`src/rtl/fetch_unit.sv`:
```
// Instruction fetch stage: owns the PC, issues one imem request at a time and
// holds the returned instruction until the decoder consumes it.
//
// state | meaning
// REQ   | request at pc presented, waiting for imem_req_ready
// WAIT  | request accepted, waiting for the response
// HOLD  | instruction presented to the decoder
// DRAIN | redirected with a request in flight, discard its response
// HALT  | decoder panic, frozen until reset
module fetch_unit #(
  parameter int unsigned             ADDR_WIDTH = 32,
  parameter int unsigned             DATA_WIDTH = 32,
  parameter logic [ADDR_WIDTH-1:0]   RESET_PC   = '0
) (
  input  logic                  clk,
  input  logic                  reset,
  output logic                  imem_req_valid,
  input  logic                  imem_req_ready,
  output logic [ADDR_WIDTH-1:0] imem_req_addr,
  input  logic                  imem_resp_valid,
  input  logic [DATA_WIDTH-1:0] imem_resp_data,
  input  logic                  redirect_valid,
  input  logic [ADDR_WIDTH-1:0] redirect_target,
  input  logic                  stall,
  input  logic                  panic,
  output logic                  instr_valid,
  output logic [DATA_WIDTH-1:0] instr,
  output logic [ADDR_WIDTH-1:0] instr_pc,
  output logic [3:0]            opcode,
  output logic                  halted
);

  typedef enum logic [2:0] {
    S_REQ,
    S_WAIT,
    S_HOLD,
    S_DRAIN,
    S_HALT
  } state_t;

  state_t                state_q, state_d;
  logic [ADDR_WIDTH-1:0] pc_q, pc_d;
  logic [DATA_WIDTH-1:0] instr_q, instr_d;
  logic [ADDR_WIDTH-1:0] instr_pc_q, instr_pc_d;
  logic [ADDR_WIDTH-1:0] redirect_pc;
  logic                  req_fire;

  assign redirect_pc = {redirect_target[ADDR_WIDTH-1:2], 2'b00};
  assign req_fire    = (state_q == S_REQ) && imem_req_ready;

  always_comb begin
    state_d    = state_q;
    pc_d       = pc_q;
    instr_d    = instr_q;
    instr_pc_d = instr_pc_q;
    case (state_q)
      S_REQ: begin
        if (redirect_valid) begin
          pc_d    = redirect_pc;
          // an accepted request still owes us a response that must be dropped
          state_d = req_fire ? S_DRAIN : S_REQ;
        end else if (req_fire) begin
          state_d = S_WAIT;
        end
      end
      S_WAIT: begin
        if (redirect_valid) begin
          pc_d    = redirect_pc;
          state_d = imem_resp_valid ? S_REQ : S_DRAIN;
        end else if (imem_resp_valid) begin
          instr_d    = imem_resp_data;
          instr_pc_d = pc_q;
          state_d    = S_HOLD;
        end
      end
      S_HOLD: begin
        if (panic) begin
          state_d = S_HALT;
        end else if (redirect_valid) begin
          pc_d    = redirect_pc;
          state_d = S_REQ;
        end else if (!stall) begin
          pc_d    = pc_q + ADDR_WIDTH'(4);
          state_d = S_REQ;
        end
      end
      S_DRAIN: begin
        if (redirect_valid) pc_d = redirect_pc;
        if (imem_resp_valid) state_d = S_REQ;
      end
      S_HALT: begin
        state_d = S_HALT;
      end
      default: begin
        state_d = S_REQ;
      end
    endcase
  end

  always_ff @(posedge clk) begin
    if (reset) begin
      state_q    <= S_REQ;
      pc_q       <= RESET_PC;
      instr_q    <= '0;
      instr_pc_q <= '0;
    end else begin
      state_q    <= state_d;
      pc_q       <= pc_d;
      instr_q    <= instr_d;
      instr_pc_q <= instr_pc_d;
    end
  end

  assign imem_req_valid = (state_q == S_REQ) && !reset;
  assign imem_req_addr  = pc_q;
  assign instr_valid    = (state_q == S_HOLD);
  assign halted         = (state_q == S_HALT);
  assign instr          = instr_q;
  assign instr_pc       = instr_pc_q;
  assign opcode         = instr_q[DATA_WIDTH-1 -: 4];

endmodule

```
`config.mk`:
```
export PLATFORM = sky130hd
export DESIGN_NAME = fetch_unit
export DESIGN_NICKNAME = d
export VERILOG_FILES = /design/src/rtl/fetch_unit.sv
export SDC_FILE = /design/constraint.sdc
export NUM_CORES = 1
export LEC_CHECK = 0
export BUFFER_PORTS_ARGS = -buffer_cell sky130_fd_sc_hd__buf_2
export CAP_MARGIN = 40
export CORE_ASPECT_RATIO = 0.5
export CORE_UTILIZATION = 44
export CTS_CLUSTER_DIAMETER = 100
export DETAILED_ROUTE_END_ITERATION = 10
export PLACE_DENSITY = 0.76
export SYNTH_ARGS = -nofsm -noshare
export SYNTH_HDL_FRONTEND = slang
export SYNTH_SLANG_ARGS = --single-unit
```
`constraint.sdc`:
```
create_clock -name clk -period 2.11 [get_ports clk]
set_input_delay 0 -clock clk [delete_from_list [all_inputs] [get_ports clk]]
set_output_delay 0 -clock clk [all_outputs]
set_load 0.01 [all_outputs]
```
==> reports/metrics.yaml <==
drt:
  drtAntennaViolNets: 0
  drc: 0
  wire_per_inst_um: 14.30
  wl_um: 13310
  drt_pass1_iterations: 5
  drtIter0Drc: 375
  num_vias: 4923
  via_per_inst: 5.288
sta:
  max_slew.worst_pin.slew_ns: 0.5597
  fin_tns_setup_ns: 0
  rsz0062_at_grt: "false"
  hold_viol: 0
  fmax_ghz: 0.5132
  slew_viol_final: 0
  min_period_ns: 1.949
  fin_crit_sh_pct: 92.35
  fin_hold_ws_ns: 0.01411
  slew_headroom_pct: 62.69
  finalSetupViolCount: 0
  clock_skew_ns: 0.007192
cts:
  cts.sinks: 95
  cts_max_path_buffers: 2
  numCtsBuffers: 9
  path_clk_slew_ns: 0.07
  cts.htree.levels: 3
  cts_tree: "built"
  clock_latency_ns: 0.34
  cts_root_buf: "clkbuf_16"
  cts_setup_buffers: 0
yosys:
  yosys_warnings: 0
  ys.flop_type: "dfxtp_1"
  ys_ff_latch: 95
  async_flop_share_pct: 0
  seq_area_frac_synth_pct: 43.17
  synthesis.area_um2: 4405
  synth_cell_types: 55
  synth_cells: 580
  avgSynthCellArea_um2: 7.596
  synth_edf_count: 0
floorplanning:
  die_width_um: 143.5
  die_area_um2: 10440
  rows: 25
  io_pins: 174
  die_height_um: 72.76
  fp.coreArea_um2: 9572
  initial_core_util_pct: 46.03
global_route:
  grt_pass1_vias: 4319
  grt_pass1_wl_um: 20900
  grt_overflow_total: 0
  grt_max_degree: 52
  grt_util_all_layers_pct: 25.44
  antenna_found_initial: 0
worst_setup_path:
  path_class: "reg -> reg"
  crit_arrival_ns: 2.22
  start_kind: "flop"
  worstSetupEndpointType: "flop"
  crit_path_max_fanout: 14
  critPathRequiredTime_ns: 2.38
pwr:
  power.density_nw_per_um2: 738.1
  peakVddDrop_mv: 0.4161
  power.leakage_nw: 2.666
cells_and_area:
  area_growth_pct: 42.74
  multi_input_area_um2: 2272
  seq_area_um2: 1906
  drive_above_1_share_pct: 29.40
  n_antenna_cell: 0
  nFillCells: 845
  nets: 863
placed_design:
  place_congestion: 0.8893
  dp_hpwl_um: 8641
  port_buffers: 167
job:
  cap_violations: 0
min_path:
  holdCritPathClass: "in -> reg"
outcome:
  status: "completed"
==> cells in the mapped netlist, types with 2 or more instances <==
| library cell | n | area (µm²) |
|---|---|---|
| nand2_1 | 142 | 533.0 |
| inv_1 | 8 | 30.03 |
| nor2_1 | 24 | 90.09 |
| nand4_1 | 10 | 62.56 |
| nor3b_1 | 3 | 22.52 |
| o211ai_1 | 2 | 15.01 |
| buf_4 | 9 | 67.56 |
| clkbuf_1 | 37 | 138.9 |
| nand3_1 | 17 | 85.08 |
| mux2i_1 | 2 | 20.02 |
| and3_1 | 6 | 37.54 |
| nand2b_1 | 5 | 31.28 |
| o22ai_1 | 3 | 18.77 |
| a2111oi_0 | 2 | 17.52 |
| a311o_1 | 3 | 30.03 |
| nor3_1 | 16 | 80.08 |
| or4_1 | 3 | 22.52 |
| o32ai_1 | 4 | 35.03 |
| a22oi_1 | 5 | 37.54 |
| dfxtp_1 | 95 | 1902 |
| nand3b_1 | 2 | 15.01 |
| nor2b_1 | 2 | 12.51 |
| a31oi_1 | 4 | 25.02 |
| and4_2 | 2 | 20.02 |
| a211oi_1 | 5 | 37.54 |
| a311oi_1 | 6 | 52.55 |
| o21a_1 | 4 | 30.03 |
| or2b_1 | 3 | 22.52 |
| and4_1 | 2 | 17.52 |
| o21ai_0 | 17 | 85.08 |
| or3_1 | 3 | 18.77 |
| nor4_1 | 5 | 31.28 |
| and2_1 | 7 | 43.79 |
| buf_2 | 8 | 40.04 |
| a21oi_1 | 90 | 450.4 |
| a21o_1 | 5 | 37.54 |
==> final cells by class <==
cell class | count | area share [%]
Multi-Input combinational cell | 425 | 36.13
Sequential cell | 95 | 30.30
Timing Repair Buffer | 252 | 25.63
Clock buffer | 12 | 3.920
Tap cell | 135 | 2.686
Clock inverter | 4 | 0.8556
Inverter | 8 | 0.4775
==> stage by stage <==
stage	area [µm²]	setup WS, ns	power (mW)	util [%]	cells
after floorplan	4417	0.05267	2.551	-	583
after global placement	5479	0.1837	2.914	57.24	866
after detailed placement	5479	0.1259	2.930	57.24	866
after CTS	6270	0.1010	4.655	65.50	931
after global routing	6289	0.02007	4.852	65.70	931
final	6289	0.1614	4.641	65.70	931
==> registers in the layout, indices dropped and copies added, names as in the netlist <==
| signal | flops |
|---|---|
| imem_req_addr | 30 |
| instr_pc | 30 |
| instr | 32 |
| state_q | 3 |
==> final timing paths <==
check / from / to / slack [ns] / depth (start not counted)
worst max-delay path: state_q[0] / imem_req_addr[2] / 0.16 / 5
worst min-delay path: redirect_target[11] / imem_req_addr[11] / 0.01 / 3
worst max register to register: state_q[0] / imem_req_addr[2] / 0.16 / 5
worst min register to register: instr_pc[11] / instr_pc[11] / 0.45 / 2
==> critical path: stages (launching register included) <==
cell and delay (ns):
dfxtp_1 0.33, or3b_1 0.43, a221o_1 0.41, buf_4 0.23, or3_1 0.31, a31oi_1 0.16
==> report_power, final <==
group | switching (mW) | total [mW] | leakage, nW | internal (mW)
clock | 0.700 | 1.66 | 0.139 | 0.957
combinational | 0.521 | 0.958 | 1.75 | 0.438
sequential | 0.123 | 2.03 | 0.774 | 1.90
==> timing repair <==
action | in CTS | in global routing
hold buffers | 49 | 0
setup endpoints to repair | 0 | 3
hold endpoints to repair | 49 | 0
resized for setup | 0 | 6
==> cells in the final DEF, fill, tap and decap left out, drive strengths merged, types with 3 or more instances in the layout <==
cell         instances
nand4               11
dfxtp               95
and2                 7
o21a                 4
or3                  4
or2b                 3
o21ai               18
a31oi                4
clkbuf              12
nor3                16
a311o                3
and4                 4
nand2b               5
a22oi                5
nor2                24
a21oi               90
inv                  9
and3                 6
dlygate4sd3         49
a2111oi              3
conb                 4
or4                  3
nor3b                3
a21o                 5
buf                203
o32ai                4
nand2              142
nand3               18
a211oi               5
o22ai                3
a311oi               6
nor4                 7
==> kinds of logic (layout without fill, tap and decap cells) <==
family | after synthesis | count (layout) | synth area share, %
AND/OR/NAND/NOR | 259 | 259 | 28.06
AO/OA/AOI/OAI | 158 | 158 | 21.33
flip-flops | 95 | 95 | 43.17
buffers and inverters | 63 | 276 | 6.362
multiplexers | 3 | 3 | 0.7100
adder cells (fa/ha/maj) | 1 | 1 | 0.2840
other | 1 | 4 | 0.08512
==> per-layer routing <==
metal  GRT usage, %  vias up  part of all wire, %
met4          7.920        0                  1.1
met2          42.45      170                   47
met1          33.27     2302                   46
met5              0        -                    0
met3          5.381       19                  6.0
li1               -     2432                    -
Power figures use the tool's default switching activity.
